--- config.mk ---
export PLATFORM = sky130hd
export DESIGN_NAME = dmem_arbiter
export DESIGN_NICKNAME = d
export VERILOG_FILES = /design/src/rtl/dmem_arb_pkg.sv /design/src/rtl/dmem_arb_starve_ctr.sv /design/src/rtl/dmem_arbiter.sv
export SDC_FILE = /design/constraint.sdc
export NUM_CORES = 1
export LEC_CHECK = 0
export ABC_AREA = 0
export CORE_MARGIN = 8
export CORE_UTILIZATION = 40
export CTS_CLUSTER_SIZE = 14
export DETAILED_ROUTE_END_ITERATION = 8
export PLACE_DENSITY = 0.87
export SKIP_LAST_GASP = 1
export SYNTH_ARGS = -nofsm -noshare
export SYNTH_HDL_FRONTEND = slang
export SYNTH_SLANG_ARGS = --single-unit
--- constraint.sdc ---
create_clock -name clk -period 4.4 [get_ports clk]
set_input_delay 0.88 -clock clk [delete_from_list [all_inputs] [get_ports clk]]
set_output_delay 0.88 -clock clk [all_outputs]
set_load 0.02 [all_outputs]
--- src/rtl/dmem_arb_pkg.sv ---
// rtl/dmem_arb_pkg.sv - shared state encoding and strobe constants for the data-memory arbiter
package dmem_arb_pkg;

    typedef enum logic [1:0] {
        IDLE = 2'd0,
        RUN  = 2'd1,
        DONE = 2'd2
    } arb_state_e;

    localparam logic [1:0] STRB_WORD = 2'd0;
    localparam logic [1:0] STRB_BYTE = 2'd1;
    localparam logic [1:0] STRB_HALF = 2'd2;

endpackage

--- src/rtl/dmem_arb_starve_ctr.sv ---
// rtl/dmem_arb_starve_ctr.sv - saturating count of CPU-won cycles while a DMA beat waits
module dmem_arb_starve_ctr #(
    parameter int LIMIT = 4
) (
    input  logic clk,
    input  logic rst,
    input  logic inc,
    input  logic clr,
    output logic limit_hit
);

    localparam int CNT_W = $clog2(LIMIT + 2);

    logic [CNT_W-1:0] cnt_q, cnt_d;

    assign limit_hit = (cnt_q == CNT_W'(LIMIT));

    always_comb begin
        cnt_d = cnt_q;
        if (clr) begin
            cnt_d = '0;
        end else if (inc && !limit_hit) begin
            cnt_d = cnt_q + CNT_W'(1);
        end
    end

    always_ff @(posedge clk or negedge rst) begin
        if (!rst) begin
            cnt_q <= '0;
        end else begin
            cnt_q <= cnt_d;
        end
    end

endmodule

--- src/rtl/dmem_arbiter.sv ---
// rtl/dmem_arbiter.sv - shares the single-port data memory between the MEM stage and a burst DMA port
module dmem_arbiter
    import dmem_arb_pkg::*;
#(
    parameter int DATA_W       = 32,
    parameter int LEN_W        = 9,
    parameter int STARVE_LIMIT = 4
) (
    input  logic              clk,
    input  logic              rst,
    input  logic              cpu_req,
    input  logic              cpu_we,
    input  logic [31:0]       cpu_addr,
    input  logic [DATA_W-1:0] cpu_wdata,
    input  logic [1:0]        cpu_strobe,
    output logic [DATA_W-1:0] cpu_rdata,
    output logic              cpu_stall,
    input  logic              dma_start,
    input  logic              dma_dir,
    input  logic [31:0]       dma_base,
    input  logic [LEN_W-1:0]  dma_len,
    input  logic [DATA_W-1:0] dma_wdata,
    input  logic              dma_wvalid,
    output logic              dma_wready,
    output logic [DATA_W-1:0] dma_rdata,
    output logic              dma_rvalid,
    output logic              dma_busy,
    output logic              dma_done,
    output logic [31:0]       mem_addr,
    output logic [DATA_W-1:0] mem_wdata,
    output logic              mem_we,
    output logic [1:0]        mem_strobe,
    input  logic [DATA_W-1:0] mem_rdata
);

    arb_state_e        state_q, state_d;
    logic [LEN_W-1:0]  idx_q, idx_d;
    logic [LEN_W-1:0]  len_q, len_d;
    logic [31:0]       base_q, base_d;
    logic              dir_q, dir_d;
    logic [DATA_W-1:0] rdata_q;
    logic              rvalid_q;

    logic run;
    logic beat_want;
    logic starve_hit;
    logic dma_grant;
    logic last_beat;

    assign run       = (state_q == RUN);
    assign beat_want = run && (!dir_q || dma_wvalid);
    assign dma_grant = beat_want && (!cpu_req || starve_hit);
    assign last_beat = (idx_q == (len_q - LEN_W'(1)));

    dmem_arb_starve_ctr #(
        .LIMIT(STARVE_LIMIT)
    ) u_starve_ctr (
        .clk      (clk),
        .rst      (rst),
        .inc      (beat_want && cpu_req && !dma_grant),
        .clr      (dma_grant || !run),
        .limit_hit(starve_hit)
    );

    always_comb begin
        state_d = state_q;
        idx_d   = idx_q;
        len_d   = len_q;
        base_d  = base_q;
        dir_d   = dir_q;
        case (state_q)
            IDLE: begin
                if (dma_start) begin
                    base_d  = dma_base;
                    len_d   = dma_len;
                    dir_d   = dma_dir;
                    idx_d   = '0;
                    state_d = (dma_len == '0) ? DONE : RUN;
                end
            end
            RUN: begin
                // idx stops at len-1 so it never indexes past the burst
                if (dma_grant) begin
                    if (last_beat) begin
                        state_d = DONE;
                    end else begin
                        idx_d = idx_q + LEN_W'(1);
                    end
                end
            end
            DONE:    state_d = IDLE;
            default: state_d = IDLE;
        endcase
    end

    // A granted DMA beat owns the port outright, so a same-cycle CPU store cannot also write.
    // The write enable is also held low during reset so an abort leaves memory untouched.
    always_comb begin
        if (dma_grant) begin
            mem_addr   = base_q + 32'(idx_q);
            mem_we     = dir_q;
            mem_strobe = STRB_WORD;
            mem_wdata  = dma_wdata;
        end else begin
            mem_addr   = cpu_addr;
            mem_we     = rst && cpu_req && cpu_we;
            mem_strobe = cpu_strobe;
            mem_wdata  = cpu_wdata;
        end
    end

    assign cpu_rdata  = mem_rdata;
    assign cpu_stall  = cpu_req && dma_grant;
    assign dma_wready = dma_grant && dir_q;
    assign dma_rdata  = rdata_q;
    assign dma_rvalid = rvalid_q;
    assign dma_busy   = (state_q == RUN) || (state_q == DONE);
    assign dma_done   = (state_q == DONE);

    always_ff @(posedge clk or negedge rst) begin
        if (!rst) begin
            state_q  <= IDLE;
            idx_q    <= '0;
            len_q    <= '0;
            base_q   <= '0;
            dir_q    <= 1'b0;
            rdata_q  <= '0;
            rvalid_q <= 1'b0;
        end else begin
            state_q  <= state_d;
            idx_q    <= idx_d;
            len_q    <= len_d;
            base_q   <= base_d;
            dir_q    <= dir_d;
            rvalid_q <= dma_grant && !dir_q;
            if (dma_grant && !dir_q) begin
                rdata_q <= mem_rdata;
            end
        end
    end

endmodule

==> results of run 1 <==
[worst max-delay path, cell delays in order, from the launching register on]
cell,delay (ps)
dfrtp_1,350
ha_1,170
inv_1,60
fa_1,390
nor2b_1,130
o21a_1,140
o21ai_1,130
a211oi_2,270
o211ai_1,230
or3_1,360
a31oi_1,170
clkdlybuf4s50_1,630
[state kept, by name, indices dropped and copies added, names as in the netlist]
name                cells
base_q                 32
dir_q                   1
dma_rdata              32
dma_rvalid              1
idx_q                   9
len_q                   9
state_q                 2
u_starve_ctr.cnt_q      3
[power groups by stage]
stage / clock network [mW] / registers (mW) / logic [mW]
after detailed placement: 0 / 1.51 / 2.49
after global routing: 0.949 / 1.56 / 2.67
after CTS: 0.919 / 1.50 / 2.51
final: 0.894 / 1.50 / 2.48
after floorplan: 0 / 1.61 / 1.24
after global placement: 0 / 1.48 / 2.45
[area by class of cell]
cell class              count  area, um2
clock buffers               9        225
clock inverters             7        128
fillers                  1102       4650
inverters                  12       45.0
multi-input cells         461       3120
flip-flops and latches     89       2230
well taps                 180        225
repair buffers            331       3310
[layout by cell type (no fill, tap or decap), types with 4 or more instances in the layout]
| cell | netlist | layout |
|---|---|---|
| nand4_1 | 4 | 4 |
| nor2_1 | 16 | 14 |
| nand2_1 | 151 | 150 |
| mux2i_1 | 5 | 5 |
| o21ai_0 | 40 | 39 |
| dlymetal6s2s_1 | 0 | 4 |
| o211ai_1 | 11 | 11 |
| buf_4 | 33 | 16 |
| inv_1 | 12 | 12 |
| dfrtp_1 | 89 | 89 |
| ha_1 | 16 | 16 |
| a21oi_1 | 12 | 12 |
| mux2_2 | 75 | 75 |
| and2_1 | 8 | 8 |
| and3_1 | 7 | 7 |
| nor3_1 | 8 | 8 |
| clkdlybuf4s50_1 | 0 | 308 |
| xnor2_1 | 11 | 11 |
| o31ai_1 | 8 | 8 |
| nand2b_1 | 4 | 4 |
| nand3_1 | 7 | 6 |
| or3_1 | 4 | 4 |
| nor2b_1 | 7 | 7 |
| xor2_1 | 25 | 25 |
| clkbuf_16 | 0 | 9 |
[through the flow]
stage / util, % / total power, mW / cell area, um2
floorplan: - / 2.85 / 5720
global placement: 63.8 / 3.94 / 8890
detailed placement: 63.8 / 4.00 / 8890
CTS: 66.4 / 4.93 / 9250
global route: 66.6 / 5.18 / 9280
finish: 66.6 / 4.88 / 9280
[Yosys cell counts, types with 5 or more instances]
cell | n | area share, %
a21oi_1 | 12 | 1.1
nor2_1 | 16 | 1.1
nand3_1 | 7 | 0.61
nor2b_1 | 7 | 0.77
clkbuf_1 | 23 | 1.5
and3_1 | 7 | 0.77
inv_1 | 12 | 0.79
o211ai_1 | 11 | 1.4
mux2_2 | 75 | 15
nor3_1 | 8 | 0.70
xnor2_1 | 11 | 1.7
ha_1 | 16 | 3.5
nand2_1 | 151 | 9.9
o31ai_1 | 8 | 1.1
buf_1 | 5 | 0.33
dfrtp_1 | 89 | 39
buf_4 | 33 | 4.3
and2_1 | 8 | 0.88
mux2i_1 | 5 | 0.88
xor2_1 | 25 | 3.8
o21ai_0 | 40 | 3.5
[repair_timing]
item / CTS / global route
resized for setup: 1 / 5
hold buffers: 0 / 0
endpoints found under the setup margin: 3 / 11
buffers inserted: 0 / 3
[path summary, 6_finish.rpt]
path / start / endpoint / slack (ps) / depth (start not counted)
max in group asynchronous: rst / base_q[8] / 2800 / 2
hold reg to reg: dma_rdata[20] / dma_rdata[20] / 510 / 1
setup / recovery: idx_q[0] / mem_addr[28] / 150 / 11
min in group clk: dma_rdata[20] / dma_rdata[20] / 510 / 1
hold / removal: rst / dma_rdata[28] / 470 / 1
setup reg to reg: state_q[1] / idx_q[7] / 1530 / 9
[cell families after synthesis]
| group | Yosys count | synth area share [%] |
|---|---|---|
| compound gates | 96 | 10.6 |
| xor+xnor | 36 | 5.51 |
| fa+ha+maj | 17 | 3.85 |
| buf+inv | 74 | 7.05 |
| flops | 89 | 38.9 |
| mux | 80 | 15.6 |
| simple gates | 232 | 18.4 |
[routing by layer]
metal	up-vias	GRT usage [%]	share of wire (%)
li1	2691	-	-
met1	2650	25.0	38
met2	282	37.1	48
met3	43	8.46	11
met4	0	9.19	3.0
met5	-	0	0
==> run_results.csv, run 1 <==
group,metric,value,unit
route,dr.pass1.iters,4,
critical_path,start_kind,"register",
die,initial_core_util,41.0,%
cts,clk_pin_slew,60,ps
pwr,cellPowerDensity,526,nW/um2
cts,htree_levels,3,
sta,max_freq,235,MHz
global_routing,grt_max_degree,61,
yosys,synth_seq_cells,89,
route,routedWlPerCell,19.4,um
yosys,syn_avg_cell_area,9.16,um2
final_layout,fin_nets,1099,
die,die-area,18400,um2
cts,clockRootBuffer,"clkbuf_16",
sta,max_slew_margin,48.1,%
yosys,yosys_warnings,0,
route,drt-initial-drc-count,296,
yosys,synth_edf_count,0,
outcome,status,"finished clean",
global_routing,grt_pass1_wl,32.1,mm
die,rows,43,
sta,setup_slack,148,ps
critical_path,worstPathMaxFanout,6,
cts,clkLatencyLatePin,340,ps
global_routing,grt_pass1_vias,5800,
pwr,combPwrFrac,50.9,%
die,die_h,136,um
critical_path,cp.required,3520,ps
sta,slew_viol_final,0,
yosys,ys_types,51,
critical_path,crit_arrival,3370,ps
cts,cts_buffers,9,
sta,rsz0062_at_grt,"yes",
die,core,13900,um2
pwr,leakage,3.97,nW
pwr,p_clk_share,18.3,%
sta,hold_viol_final,0,
yosys,synth_cells,624,
final_layout,drive_gt1_share,13.1,%
yosys,syn-num-nets,819,
pwr,switching_power,1.85,mW
yosys,async_flop_share,100,%
final_layout,diodes,0,
sta,worst_slew_pin_slew,778,ps
pwr,vdd_drop_max,0.351,mV
route,vias_per_cell,5.20,
die,die-width,136,um
sta,skew,7.18,ps
pwr,switching_share,37.9,%
critical_path,crit_type,"register to output port",
yosys,netlist_area,5720,um2
die,io_pins,314,
placement,port_buffers,313,
cts,clk_path_buf_depth,2,
sta,layout_min_cycle_time,4250,ps
worst_hold_path,hold_path_class,"input port to asynchronous set/reset pin",
global_routing,grt-ovfl-total,0,
global_routing,grt_antenna_before_repair,0,
sta,setup_viol,0,
pwr,intPower,3.03,mW
final_layout,stdcell_count,1089,
placement,dp_cells,1070,
sta,holdWs,468,ps
pwr,p_seq_share,30.8,%
critical_path,end_kind,"output port",
route,drcViolationCount,0,
route,ant_nets,0,
global_routing,gr-usage-all-layers,22.3,%
route,num_vias,5666,
final_layout,area_delta_synth_final,62.3,%
cts,cts_tree,"done",
sta,tns,0,ps
placement,gp_congestion,0.833,
yosys,synth-main-ff-cell,"dfrtp_1",
route,wl,21.1,mm
cts,cts.sinks,89,
placement,dp_hpwl,16.9,mm
run,cap_viol_max_count,0,
yosys,ys_seq_area_share,38.9,%
sta,period_share,96.6,%
placement,dp_slack,294,ps
No activity file was read; power rests on OpenSTA's default activity.
==> run 2, diff against run 1 <==
--- a/config.mk
+++ b/config.mk
@@ -8,6 +8,7 @@
 export ABC_AREA = 0
 export CORE_MARGIN = 8
 export CORE_UTILIZATION = 40
+export CTS_BUF_LIST = sky130_fd_sc_hd__clkbuf_16
 export CTS_CLUSTER_SIZE = 14
 export DETAILED_ROUTE_END_ITERATION = 8
 export PLACE_DENSITY = 0.87
==> results of run 2 <==
Final layout, timing and power as in run 1 (identical DEF).
==> run 3, diff against run 2 <==
--- a/config.mk
+++ b/config.mk
@@ -6,13 +6,16 @@
 export NUM_CORES = 1
 export LEC_CHECK = 0
 export ABC_AREA = 0
+export CELL_PAD_IN_SITES_DETAIL_PLACEMENT = 2
+export CELL_PAD_IN_SITES_GLOBAL_PLACEMENT = 2
 export CORE_MARGIN = 8
-export CORE_UTILIZATION = 40
+export CORE_UTILIZATION = 22
 export CTS_BUF_LIST = sky130_fd_sc_hd__clkbuf_16
 export CTS_CLUSTER_SIZE = 14
 export DETAILED_ROUTE_END_ITERATION = 8
-export PLACE_DENSITY = 0.87
+export PLACE_DENSITY = 0.86
 export SKIP_LAST_GASP = 1
 export SYNTH_ARGS = -nofsm -noshare
 export SYNTH_HDL_FRONTEND = slang
+export SYNTH_HIERARCHICAL = 1
 export SYNTH_SLANG_ARGS = --single-unit
==> run 3 against run 2 <==
Compared with the run above:
- utilization is 30 points lower
- highest routed layer unchanged
- non-clock buffer count is 3 higher
- clock power is 12% lower
==> run_results.csv, run 3 <==
group,metric,value,unit
cts,cts_tree,"done",
global_routing,grt_pass1_vias,6747,
global_routing,gr-usage-all-layers,16.4,%
critical_path,start_kind,"register",
critical_path,crit_arrival,3380,ps
pwr,cellPowerDensity,539,nW/um2
cts,htree_levels,3,
route,drcViolationCount,0,
global_routing,grt_antenna_before_repair,1,
yosys,syn_avg_cell_area,9.13,um2
sta,skew,8.18,ps
sta,setup_slack,141,ps
worst_hold_path,min_from,"dma_rdata[6]",
yosys,synth_edf_count,0,
global_routing,grt_pass1_wl,40.2,mm
pwr,vdd_drop_max,0.265,mV
cts,cts_buffers,9,
sta,slew_viol_final,0,
yosys,synth-main-ff-cell,"dfrtp_1",
global_routing,grt_max_degree,49,
critical_path,reg2reg_slack,1480,ps
route,dr.pass1.iters,4,
placement,place_area,9230,um2
yosys,ys_types,55,
placement,dp_slack,90.7,ps
placement,gp_congestion,0.840,
cts,cts_setup_buffers,0,
cts,cts.sinks,89,
sta,setup_viol,0,
critical_path,worstRegToRegCells,9,
outcome,status,"finished clean",
yosys,synthTopCellsByArea,"dfrtp_1 (38%), mux2_2 (14%), nand2_1 (9.2%), buf_4 (4.1%), ha_1 (3.4%)",
placement,dp_hpwl,22.1,mm
sta,layout_min_cycle_time,4260,ps
die,die-area,32100,um2
final_layout,final_common_cell,"clkdlybuf4s50_1",
pwr,leakage,4.00,nW
placement,port_buffers,313,
yosys,yosys-top-cells-count,"nand2_1 (143), dfrtp_1 (89), mux2_2 (75)",
worst_hold_path,hold_path_class,"register to register",
critical_path,end_kind,"output port",
cts,clk_path_buf_depth,2,
sta,rsz0062_at_grt,"yes",
die,io_pins,314,
cts,clkLatencyLatePin,350,ps
yosys,ys_seq_area_share,38.1,%
route,drt-initial-drc-count,215,
critical_path,r2r-start,"len_q[0]",
sta,hold_viol_final,0,
yosys,syn-num-nets,836,
yosys,synth_cells,641,
die,die_h,179,um
sta,max_freq,235,MHz
global_routing,grt-ovfl-total,0,
yosys,synth_top_cell_by_area,"dfrtp_1",
yosys,netlist_area,5850,um2
final_layout,final_cell_mix,"clkdlybuf4s50_1 (298), nand2_1 (141), dfrtp_1 (88)",
sta,tns,0,ps
critical_path,cp.required,3520,ps
sta,max_slew_margin,54.8,%
sta,worst_slew_pin_slew,678,ps
final_layout,final_area,9570,um2
die,initial_core_util,22.5,%
die,core,26100,um2
yosys,async_flop_share,100,%
run,cap_viol_max_count,0,
worst_hold_path,hold_end,"dma_rdata[6]",
final_layout,fin_nets,1119,
route,vias_per_cell,4.58,
route,routedWlPerCell,21.4,um
yosys,synth_most_common_cell,"nand2_1",
final_layout,drive_gt1_share,14.3,%
yosys,yosys_warnings,6,
yosys,yosys.area.top_type_share,38.1,%
die,rows,59,
die,die-width,179,um
route,ant_nets,0,
route,num_vias,5795,
critical_path,crit_type,"register to output port",
route,wl,27.0,mm
critical_path,worstPathMaxFanout,7,
worst_hold_path,worst_hold_path.num_cells,1,
cts,clockRootBuffer,"clkbuf_16",
cts,clk_pin_slew,70,ps
final_layout,area_delta_synth_final,63.6,%
sta,period_share,96.8,%
critical_path,r2r_end,"idx_q[8]",
yosys,synth_seq_cells,89,
-- run 3: power by group --
group | leakage [nW] | switching [mW] | internal (mW) | total (mW)
combinational | 2.78 | 1.44 | 1.39 | 2.84
clock | 0.145 | 0.349 | 0.441 | 0.790
sequential | 1.08 | 0.348 | 1.18 | 1.53
-- run 3: per-stage QoR --
step,utilization (%),hold slack [ps],std cells,power [mW]
3_5_place_dp,35.4,498,1248,4.43
3_3_place_gp,35.4,489,1248,4.31
4_1_cts,36.6,512,1264,5.26
5_1_grt,36.7,523,1265,5.52
6_report,36.7,510,1265,5.16
2_1_floorplan,-,484,641,3.04
-- run 3: layout make-up --
| class | instances | area (um2) |
|---|---|---|
| sequential | 89 | 2230 |
| timing repair buffer | 334 | 3320 |
| antenna | 1 | 2.50 |
| fill | 2878 | 16500 |
| clock buffer | 9 | 225 |
| tap | 335 | 419 |
| multi-input combinational | 475 | 3250 |
| inverter | 15 | 56.3 |
| clock inverter | 7 | 71.3 |
-- run 3: what timing repair did --
action,CTS,global route
gates cloned,0,0
endpoints found under the setup margin,14,13
gates resized for setup,9,13
endpoints found under the hold margin,0,0
hold buffers,0,0
-- run 3: worst max-delay path, cell delays in order, from the launching register on --
cell             delay [ps]
dfrtp_2                 450
inv_1                   100
fa_1                    470
nor2b_1                 140
o21a_1                  140
o21ai_1                  90
a21o_1                  190
buf_4                   170
a2111oi_2               340
xnor2_1                 170
o21ai_1                 140
clkdlybuf4s50_1         620
-- run 3: worst max path at each step --
stage / from / to / cells past startpoint
CTS: idx_q[1] / mem_addr[30] / 11
finish: idx_q[1] / mem_addr[28] / 11
global placement: idx_q[1] / mem_addr[30] / 11
global route: idx_q[1] / mem_addr[28] / 11
detailed placement: idx_q[1] / mem_addr[30] / 11
floorplan: idx_q[0] / mem_addr[26] / 10
-- run 3: logic make-up after synthesis --
logic type	share of synthesized area, %
compound gates	10.8
mux	15.9
xor+xnor	3.89
buf+inv	7.01
flops	38.1
fa+ha+maj	3.76
simple gates	20.5
-- run 3: per-layer routing --
layer,GRT usage (%),vias to the layer above,part of all wire [%]
met4,4.30,0,1.5
met3,5.67,16,8.7
met1,19.2,2801,41
met5,0,-,0
li1,-,2764,-
met2,28.1,214,49
